## src/rtl/keypad_pkg.sv

```systemverilog
// Shared keypad constants: FSM encoding, column/row patterns and the key codes
// that vending_machine decodes.
package keypad_pkg;

    typedef enum logic [1:0] {
        SCAN     = 2'd0,
        DEBOUNCE = 2'd1,
        HELD     = 2'd2
    } kp_state_e;

    localparam logic [3:0] COL_IDLE = 4'b1111;
    localparam logic [3:0] COL0     = 4'b1110;
    localparam logic [3:0] COL1     = 4'b1101;
    localparam logic [3:0] COL2     = 4'b1011;
    localparam logic [3:0] COL3     = 4'b0111;
    localparam logic [3:0] ROW_NONE = 4'b1111;

    localparam logic [3:0] KEY_0 = 4'd0;
    localparam logic [3:0] KEY_1 = 4'd1;
    localparam logic [3:0] KEY_2 = 4'd2;
    localparam logic [3:0] KEY_3 = 4'd3;
    localparam logic [3:0] KEY_4 = 4'd4;
    localparam logic [3:0] KEY_5 = 4'd5;
    localparam logic [3:0] KEY_6 = 4'd6;
    localparam logic [3:0] KEY_7 = 4'd7;
    localparam logic [3:0] KEY_8 = 4'd8;
    localparam logic [3:0] KEY_9 = 4'd9;
    localparam logic [3:0] KEY_A = 4'd10;
    localparam logic [3:0] KEY_B = 4'd11;
    localparam logic [3:0] KEY_C = 4'd12;
    localparam logic [3:0] KEY_D = 4'd13;
    localparam logic [3:0] KEY_E = 4'd14;
    localparam logic [3:0] KEY_F = 4'd15;

    // True when exactly one row line is pulled low; ghosted multi-key samples fail this.
    function automatic logic row_single_low(input logic [3:0] r);
        logic [3:0] act;
        act = ~r;
        return (act != 4'd0) && ((act & (act - 4'd1)) == 4'd0);
    endfunction

    function automatic logic [1:0] row_index(input logic [3:0] r);
        logic [1:0] idx;
        case (r)
            4'b1110: idx = 2'd0;
            4'b1101: idx = 2'd1;
            4'b1011: idx = 2'd2;
            4'b0111: idx = 2'd3;
            default: idx = 2'd0;
        endcase
        return idx;
    endfunction

    function automatic logic [3:0] col_drive(input logic [1:0] idx);
        logic [3:0] c;
        case (idx)
            2'd0:    c = COL0;
            2'd1:    c = COL1;
            2'd2:    c = COL2;
            default: c = COL3;
        endcase
        return c;
    endfunction

endpackage

```

## src/rtl/keypad_stable_counter.sv

```systemverilog
// Counts consecutive matching clocks; done_c fires on the CYCLES-th match and the count restarts.
module keypad_stable_counter #(
    parameter int unsigned CYCLES = 8
) (
    input  logic clk,
    input  logic reset,
    input  logic clear,
    input  logic enable,
    input  logic match,
    output logic done_c
);

    localparam int unsigned CNT_W = $clog2(CYCLES + 1);

    logic [CNT_W-1:0] cnt_q;
    logic [CNT_W-1:0] cnt_d;

    assign done_c = enable && match && (cnt_q == CNT_W'(CYCLES - 1));

    // Restart on done so the next state begins its own count from zero.
    always_comb begin
        cnt_d = cnt_q;
        if (clear || (enable && !match) || done_c) begin
            cnt_d = '0;
        end else if (enable && (cnt_q != CNT_W'(CYCLES))) begin
            cnt_d = cnt_q + CNT_W'(1);
        end
    end

    always_ff @(posedge clk) begin
        if (reset) begin
            cnt_q <= '0;
        end else begin
            cnt_q <= cnt_d;
        end
    end

endmodule

```

## src/rtl/keypad_scan_ctrl.sv

```systemverilog
// 4x4 keypad scanner: rotates active-low column drive, debounces press and release,
// and emits one key_valid pulse with key_code = col*4 + row per accepted press.
module keypad_scan_ctrl
    import keypad_pkg::*;
#(
    parameter int unsigned SCAN_DIV        = 4,
    parameter int unsigned DEBOUNCE_CYCLES = 8
) (
    input  logic       clk,
    input  logic       reset,
    input  logic [3:0] row,
    output logic [3:0] shift_col,
    output logic [3:0] key_code,
    output logic       key_valid,
    output logic       key_held
);

    localparam int unsigned DWELL_W = $clog2(SCAN_DIV);

    kp_state_e        state_q, state_d;
    logic [DWELL_W-1:0] dwell_q, dwell_d;
    logic [1:0]       col_idx_q, col_idx_d;
    logic [1:0]       row_idx_q, row_idx_d;
    logic [3:0]       row_pat_q, row_pat_d;
    logic [3:0]       shift_col_q, shift_col_d;
    logic [3:0]       key_code_q, key_code_d;
    logic             key_valid_q, key_valid_d;
    logic             key_held_q, key_held_d;

    logic             stab_clear_c;
    logic             stab_en_c;
    logic             stab_match_c;
    logic             stab_done_c;
    logic [1:0]       next_col_c;

    assign next_col_c   = col_idx_q + 2'd1;
    assign stab_clear_c = (state_q == SCAN);
    assign stab_en_c    = (state_q != SCAN);
    assign stab_match_c = (state_q == DEBOUNCE) ? (row == row_pat_q) : (row == ROW_NONE);

    keypad_stable_counter #(
        .CYCLES (DEBOUNCE_CYCLES)
    ) u_stab (
        .clk    (clk),
        .reset  (reset),
        .clear  (stab_clear_c),
        .enable (stab_en_c),
        .match  (stab_match_c),
        .done_c (stab_done_c)
    );

    // Next-state and registered-output logic.
    always_comb begin
        state_d     = state_q;
        dwell_d     = dwell_q;
        col_idx_d   = col_idx_q;
        row_idx_d   = row_idx_q;
        row_pat_d   = row_pat_q;
        shift_col_d = shift_col_q;
        key_code_d  = key_code_q;
        key_valid_d = 1'b0;
        key_held_d  = key_held_q;

        case (state_q)
            SCAN: begin
                if (dwell_q == DWELL_W'(SCAN_DIV - 1)) begin
                    dwell_d = '0;
                    if (row_single_low(row)) begin
                        row_pat_d = row;
                        row_idx_d = row_index(row);
                        state_d   = DEBOUNCE;
                    end else begin
                        col_idx_d   = next_col_c;
                        shift_col_d = col_drive(next_col_c);
                    end
                end else begin
                    dwell_d = dwell_q + DWELL_W'(1);
                end
            end
            DEBOUNCE: begin
                if (!stab_match_c) begin
                    state_d     = SCAN;
                    dwell_d     = '0;
                    col_idx_d   = next_col_c;
                    shift_col_d = col_drive(next_col_c);
                end else if (stab_done_c) begin
                    key_code_d  = {col_idx_q, row_idx_q};
                    key_valid_d = 1'b1;
                    key_held_d  = 1'b1;
                    state_d     = HELD;
                end
            end
            HELD: begin
                if (stab_done_c) begin
                    key_held_d  = 1'b0;
                    state_d     = SCAN;
                    dwell_d     = '0;
                    col_idx_d   = next_col_c;
                    shift_col_d = col_drive(next_col_c);
                end
            end
            default: begin
                state_d = SCAN;
            end
        endcase
    end

    always_ff @(posedge clk) begin
        if (reset) begin
            state_q     <= SCAN;
            dwell_q     <= '0;
            col_idx_q   <= 2'd0;
            row_idx_q   <= 2'd0;
            row_pat_q   <= ROW_NONE;
            shift_col_q <= COL0;
            key_code_q  <= 4'd0;
            key_valid_q <= 1'b0;
            key_held_q  <= 1'b0;
        end else begin
            state_q     <= state_d;
            dwell_q     <= dwell_d;
            col_idx_q   <= col_idx_d;
            row_idx_q   <= row_idx_d;
            row_pat_q   <= row_pat_d;
            shift_col_q <= shift_col_d;
            key_code_q  <= key_code_d;
            key_valid_q <= key_valid_d;
            key_held_q  <= key_held_d;
        end
    end

    assign shift_col = shift_col_q;
    assign key_code  = key_code_q;
    assign key_valid = key_valid_q;
    assign key_held  = key_held_q;

endmodule

```

## config.mk

```make
export PLATFORM = sky130hd
export DESIGN_NAME = keypad_scan_ctrl
export DESIGN_NICKNAME = d
export VERILOG_FILES = /design/src/rtl/keypad_pkg.sv /design/src/rtl/keypad_stable_counter.sv /design/src/rtl/keypad_scan_ctrl.sv
export SDC_FILE = /design/constraint.sdc
export NUM_CORES = 1
export LEC_CHECK = 0
export BUFFER_PORTS_ARGS = -buffer_cell sky130_fd_sc_hd__buf_2
export CAP_MARGIN = 20
export CORE_MARGIN = 2
export CORE_UTILIZATION = 60
export CTS_BUF_LIST = sky130_fd_sc_hd__clkbuf_8 sky130_fd_sc_hd__clkbuf_16
export DETAILED_ROUTE_END_ITERATION = 8
export PLACE_DENSITY = 0.81
export SLEW_MARGIN = 20
export SYNTH_ARGS = -nofsm -noshare
export SYNTH_HDL_FRONTEND = slang
export SYNTH_SLANG_ARGS = --single-unit
```

## constraint.sdc

```tcl
create_clock -name clk -period 5.25 [get_ports clk]
set_clock_uncertainty 0.15 [all_clocks]
set_input_delay 0.525 -clock clk [delete_from_list [all_inputs] [get_ports clk]]
set_output_delay 0.525 -clock clk [all_outputs]
set_load 0.1 [all_outputs]
```

==> impl_metrics.toml, run 1 <==
[flow_run]
cap_violations = 0

[power]
p_leak_nw = 0.680
powerDensity_nw_per_um2 = 398
ir_drop_uv = 355

[detailed_routing]
wl_per_cell_um = 14.0
via_count = 1204
antenna_left = 0
dr.pass1.iters = 4
drt_wl_total_um = 2960
drt_iter0_markers = 14
post-route-drc-count = 0
viasPerCell = 5.71

[yosys]
syn-num-nets = 190
synth_adder_area_share_pct = 9.77
ys_seq_area_share_pct = 33.9
synth-compound-area-share_pct = 14.3
yosysWarningCount = 0
mappedNetlistArea_sq_um = 1540
avgSynthCellArea_sq_um = 8.93
synth_top_family_by_area = "simple AND/OR/NAND/NOR gates"
ys_ff_latch = 26
synth_xor_xnor_area_share_pct = 5.13
synth.distinct_cells = 43
yosys.area_share.simple_pct = 21.2
synthMuxAreaShare_pct = 7.82
synthCells = 172

[place]
dp_hpwl_um = 2140
portBuffers = 15
place_congestion = 0.887

[worst_setup_path]
cpMostUsedCell = "inv_1"
path_cells = "inv_1 -> ha_1 -> inv_1 -> o41ai_2 -> o22ai_2 -> o21ai_1 -> and3_1 -> mux2_4"
cpPeakStageDelay_ns = 0.43
slowest_stage = "and3_1"
worstPathArrival_ns = 2.76
critical_path_required_ns = 5.27
path_max_fanout = 8
critPathKind = "reg2reg"
end_kind = "flip-flop"
reg2reg_from = "state_q[1]"
worst-path-buf-inv = 2
ff2ff_setup_slack_ns = 2.51
cp-startpoint = "state_q[1]"
startpoint_type = "flip-flop"
critical-path-top-delay-family = "compound AO/OA/AOI/OAI gates"

[timing]
slew_violations = 0
fin_hold_ws_ns = 0.342
slew_headroom_pct = 64.0
worst_slew_pin_slew_ns = 0.536
fmax_ghz = 0.365
setup_tns_ns = 0
finalHoldViolations = 0
rsz0062_at_grt = "no"
setup-violations-final = 0
layout_min_cycle_time_ns = 2.74
period_share_pct = 52.2

[clock_network]
cts_buffer_depth = 2
h-tree-depth = 1
post_cts_buffers = 0
cts_resized = 0
cts_tree = "built"
cts_num_sinks = 26
hold_buffers = 0
cts_buffers = 3
path_clk_slew_ns = 0.09
cts_root_buffer = "clkbuf_8"
clk_latency_ns = 0.27

[final_layout]
drive_gt1_share_pct = 14.9
nFillCells = 213
num_antenna_cells = 0
final_nets = 200
areaGrowthSynthToFinish_pct = 7.98

[die]
io_pins = 16
die_height_um = 54.6
core-area_sq_um = 2450
start_util_pct = 62.6
die_w_um = 54.6
die_area_sq_um = 2980
rows = 18

[grt]
grt_pass1_wl_um = 4780
grt_start_max_net_pins = 30
gr-total-overflow = 0
antenna_found_initial = 0
grtUsageTotal_pct = 22.6
grt_pass1_vias = 1112

[worst_hold_path]
worstHoldStart = "row_idx_q[1]"
hp-class = "reg2reg"

[status]
outcome = "finished, final reports clean"
## cell usage in the layout, fill, tap and decap left out, drive strengths merged, types with 2 or more instances in the layout
master  count
a211o       4
a21oi       8
a31oi       2
buf        15
clkbuf      3
dfxtp      26
ha         12
inv        16
mux2        2
mux2i       9
nand2       7
nand2b      2
nand3       4
nand3b      3
nand4b      3
nor2       23
nor2b       4
nor3        3
nor4        3
o21ai       6
or3b        2
xnor2       6
xor2        3
## final timing paths
path / to / cells past startpoint
worst max register to register: shift_col[0] / 8
worst max-delay path: shift_col[0] / 8
worst min-delay path: row_idx_q[1] / 2
worst min register to register: row_idx_q[1] / 2
## flip-flops by register name, indices dropped and copies added (netlist names)
name and count:
key_code 4, row_pat_q 4, shift_col 4, u_stab.cnt_q 4, col_idx_q 2, dwell_q 2
row_idx_q 2, state_q 2, key_held 1, key_valid 1
## cells in the mapped netlist, drive strengths merged
cell | instances | share of area (%)
o41ai | 1 | 1.1
or4 | 1 | 0.49
a32o | 1 | 0.65
and3 | 1 | 0.41
a211o | 4 | 2.3
or4b | 1 | 0.65
or3b | 2 | 1.3
nor4 | 3 | 2.2
ha | 12 | 9.8
nand3 | 4 | 1.3
o21ba | 1 | 0.65
a21boi | 1 | 0.49
and2 | 1 | 0.41
nor3 | 3 | 0.98
buf | 4 | 2.5
nand4b | 3 | 1.7
nand2 | 7 | 1.7
nor3b | 1 | 0.49
nand3b | 3 | 1.5
o21bai | 1 | 0.49
nand2b | 2 | 0.81
inv | 16 | 3.9
mux2 | 2 | 2.0
mux2i | 9 | 5.9
o21a | 1 | 0.49
xor2 | 3 | 1.7
o22ai | 1 | 0.81
dfxtp | 26 | 34
nor2 | 23 | 5.6
o21ai | 6 | 2.0
clkbuf | 6 | 1.5
o211ai | 1 | 0.49
xnor2 | 6 | 3.4
a31oi | 2 | 0.81
a21oi | 8 | 3.6
a2bb2oi | 1 | 0.57
nor2b | 4 | 1.6
## layer usage
metal	part of all wire, %	track usage, %
met2	51	38.1
met1	43	26.9
met3	3.4	4.37
met4	2.1	11.7
met5	0	0
## cell families after synthesis
family | count (synthesis)
multiplexers | 11
flip-flops | 26
AO/OA/AOI/OAI | 29
XOR/XNOR | 9
buffers and inverters | 26
adder cells (fa/ha/maj) | 12
AND/OR/NAND/NOR | 59
## tightest hold or removal path: stages, from the launching register on
cell and delay [ns]:
dfxtp_1 0.34, a21oi_1 0.06, nor2_1 0.07
## cell type report
type / count / area [sq um] / area share [%]
clock buffers: 3 / 41.3 / 2.49
clock inverters: 1 / 30.0 / 1.81
inverters: 16 / 60.1 / 3.62
multi-input cells: 120 / 895 / 53.9
flip-flops and latches: 26 / 520 / 31.4
well taps: 30 / 37.5 / 2.26
repair buffers: 15 / 75.1 / 4.52
## where the power goes
group	switching (mW)	internal [mW]	total (mW)
registers	0.0220	0.223	0.245
logic	0.162	0.0875	0.249
clock network	0.0630	0.102	0.165
total	0.247	0.413	0.660
## per-stage QoR
step                      setup slack (ns)  instances  utilization, %  power [mW]  instance area, sq um
after floorplan                       2.88        172               -       0.464                  1540
after global placement                2.64        207            64.7       0.485                  1590
after detailed placement              2.57        207            64.7       0.495                  1590
after CTS                             2.53        211            67.6       0.662                  1660
after global routing                  2.35        211            67.6       0.691                  1660
final                                 2.51        211            67.6       0.660                  1660
(Power assumes the default switching activity.)
==> run 2: changes to the inputs <==
--- a/config.mk
+++ b/config.mk
@@ -8,10 +8,10 @@
 export BUFFER_PORTS_ARGS = -buffer_cell sky130_fd_sc_hd__buf_2
 export CAP_MARGIN = 20
 export CORE_MARGIN = 2
-export CORE_UTILIZATION = 60
+export CORE_UTILIZATION = 58
 export CTS_BUF_LIST = sky130_fd_sc_hd__clkbuf_8 sky130_fd_sc_hd__clkbuf_16
 export DETAILED_ROUTE_END_ITERATION = 8
-export PLACE_DENSITY = 0.81
+export PLACE_DENSITY = 0.79
 export SLEW_MARGIN = 20
 export SYNTH_ARGS = -nofsm -noshare
 export SYNTH_HDL_FRONTEND = slang
==> constraint.sdc (replaced) <==
create_clock -name clk -period 2.8 [get_ports clk]
set_clock_uncertainty 0.15 [all_clocks]
set_input_delay 0.28 -clock clk [delete_from_list [all_inputs] [get_ports clk]]
set_output_delay 0.28 -clock clk [all_outputs]
set_load 0.1 [all_outputs]
==> run 2 against run 1 <==
  * Non-clock buffer count rose by 1
  * Combinational power rose by 95%
  * Worst setup slack lost 2.2 ns
  * Critical endpoint is now shift_col[2]
  * Largest cell class unchanged
  * Highest routed layer unchanged
==> impl_metrics.toml, run 2 (synthesized netlist as in run 1, its figures left out) <==
[status]
outcome = "finished, final reports clean"

[worst_setup_path]
startpoint_type = "flip-flop"
path_max_fanout = 8
critPathKind = "reg2reg"
end_kind = "flip-flop"
cpPeakStageDelay_ns = 0.38
path_cells = "inv_1 -> ha_1 -> inv_1 -> o41ai_2 -> o22ai_2 -> o21ai_2 -> and3_1 -> buf_4 -> mux2i_1"
worstPathArrival_ns = 2.57
critical-path-top-delay-family = "compound AO/OA/AOI/OAI gates"
worst-path-buf-inv = 3
critical_path_required_ns = 2.84
cpMostUsedCell = "inv_1"
slowest_stage = "o41ai_2"
ff2ff_setup_slack_ns = 0.27

[timing]
layout_min_cycle_time_ns = 2.53
slew_violations = 0
slew_headroom_pct = 66.2
setup_ws_ns = 0.266
fin_hold_ws_ns = 0.302
setup-violations-final = 0
fmax_ghz = 0.395
rsz0062_at_grt = "no"
worst_slew_pin_slew_ns = 0.504
finalHoldViolations = 0
period_share_pct = 90.5
setup_tns_ns = 0

[power]
powerDensity_nw_per_um2 = 701
p_total_mw = 1.15
p_leak_nw = 0.672
swShare_pct = 40.1
comb_power_share_pct = 42.2
ir_drop_uv = 696
p_seq_share_pct = 39.8
p_switching_mw = 0.462
power_frac_clock_pct = 18.0
p_int_mw = 0.688

[place]
pre_cts_ws_ns = 0.263
dp_hpwl_um = 2110
place_congestion = 0.842
portBuffers = 15

[die]
die_area_sq_um = 3080
core-area_sq_um = 2500
start_util_pct = 61.5
die_w_um = 55.5
die_height_um = 55.5
rows = 18
io_pins = 16

[grt]
antenna_found_initial = 0
grt_pass1_vias = 1187
gr-total-overflow = 0
grt_start_max_net_pins = 30
grtUsageTotal_pct = 20.4
grt_pass1_wl_um = 5090

[detailed_routing]
antenna_left = 0
wl_met3_um = 57
drt_iter0_markers = 24
wl_met2_um = 1380
dr.pass1.iters = 4
viasPerCell = 5.58
post-route-drc-count = 0
dr.max_layer_used = "met4"
wl_per_cell_um = 13.6
via_count = 1177
drt_wl_total_um = 2860
wl_met1_um = 1340

[clock_network]
cts_root_buffer = "clkbuf_8"
h-tree-depth = 1
cts_buffers = 3
path_clk_slew_ns = 0.08
hold_buffers = 0
cts_buffer_depth = 2
cts_num_sinks = 26
clk_latency_ns = 0.27
cts_tree = "built"

[final_layout]
num_antenna_cells = 0
nFillCells = 204
areaGrowthSynthToFinish_pct = 6.76
drive_gt1_share_pct = 15.5
final_common_cell = "dfxtp_1"
final_nets = 201
most-common-layout-cells = "dfxtp_1 (26), nor2_1 (23), inv_1 (16)"

[flow_run]
cap_violations = 0

[worst_hold_path]
hp-class = "in2reg"
[run 2: final timing paths]
| path | start | end | cells after the start |
|---|---|---|---|
| worst max-delay path | state_q[1] | shift_col[2] | 9 |
| worst min register to register | key_code[3] | key_code[3] | 2 |
| worst max register to register | state_q[1] | shift_col[2] | 9 |
| worst min-delay path | reset | row_idx_q[1] | 2 |
[run 2: metrics by stage]
stage	utilization (%)	instances	cell area (sq um)
after global routing	65.6	211	1640
after CTS	65.5	211	1640
final	65.6	211	1640
after global placement	63.8	208	1600
after floorplan	-	172	1540
after detailed placement	63.8	208	1600
[run 2: area by class of cell]
type                       count  area (sq um)  share of cell area [%]
clock buffer                   3          41.3                    2.52
inverter                      16          60.1                    3.66
multi-input combinational    120           898                    54.8
timing repair buffer          16          82.6                    5.03
tap                           30          37.5                    2.29
sequential                    26           520                    31.7
[run 2: routing by layer]
layer	up-vias	GRT usage, %
li1	600	-
met5	-	0
met3	11	3.04
met4	0	10.1
met2	18	35.9
met1	548	23.8
[run 2: timing repair]
item,4_1_cts,5_1_grt
endpoints found under the setup margin,0,2
resized for setup,0,1
buffers inserted,0,0
endpoints found under the hold margin,0,0
[run 2: power groups by stage]
| stage | combinational, mW | sequential (mW) | clock (mW) |
|---|---|---|---|
| 2_1_floorplan | 0.296 | 0.575 | 0 |
| 3_3_place_gp | 0.457 | 0.465 | 0 |
| 3_5_place_dp | 0.472 | 0.467 | 0 |
| 4_1_cts | 0.481 | 0.459 | 0.213 |
| 5_1_grt | 0.530 | 0.466 | 0.226 |
| 6_report | 0.485 | 0.458 | 0.207 |
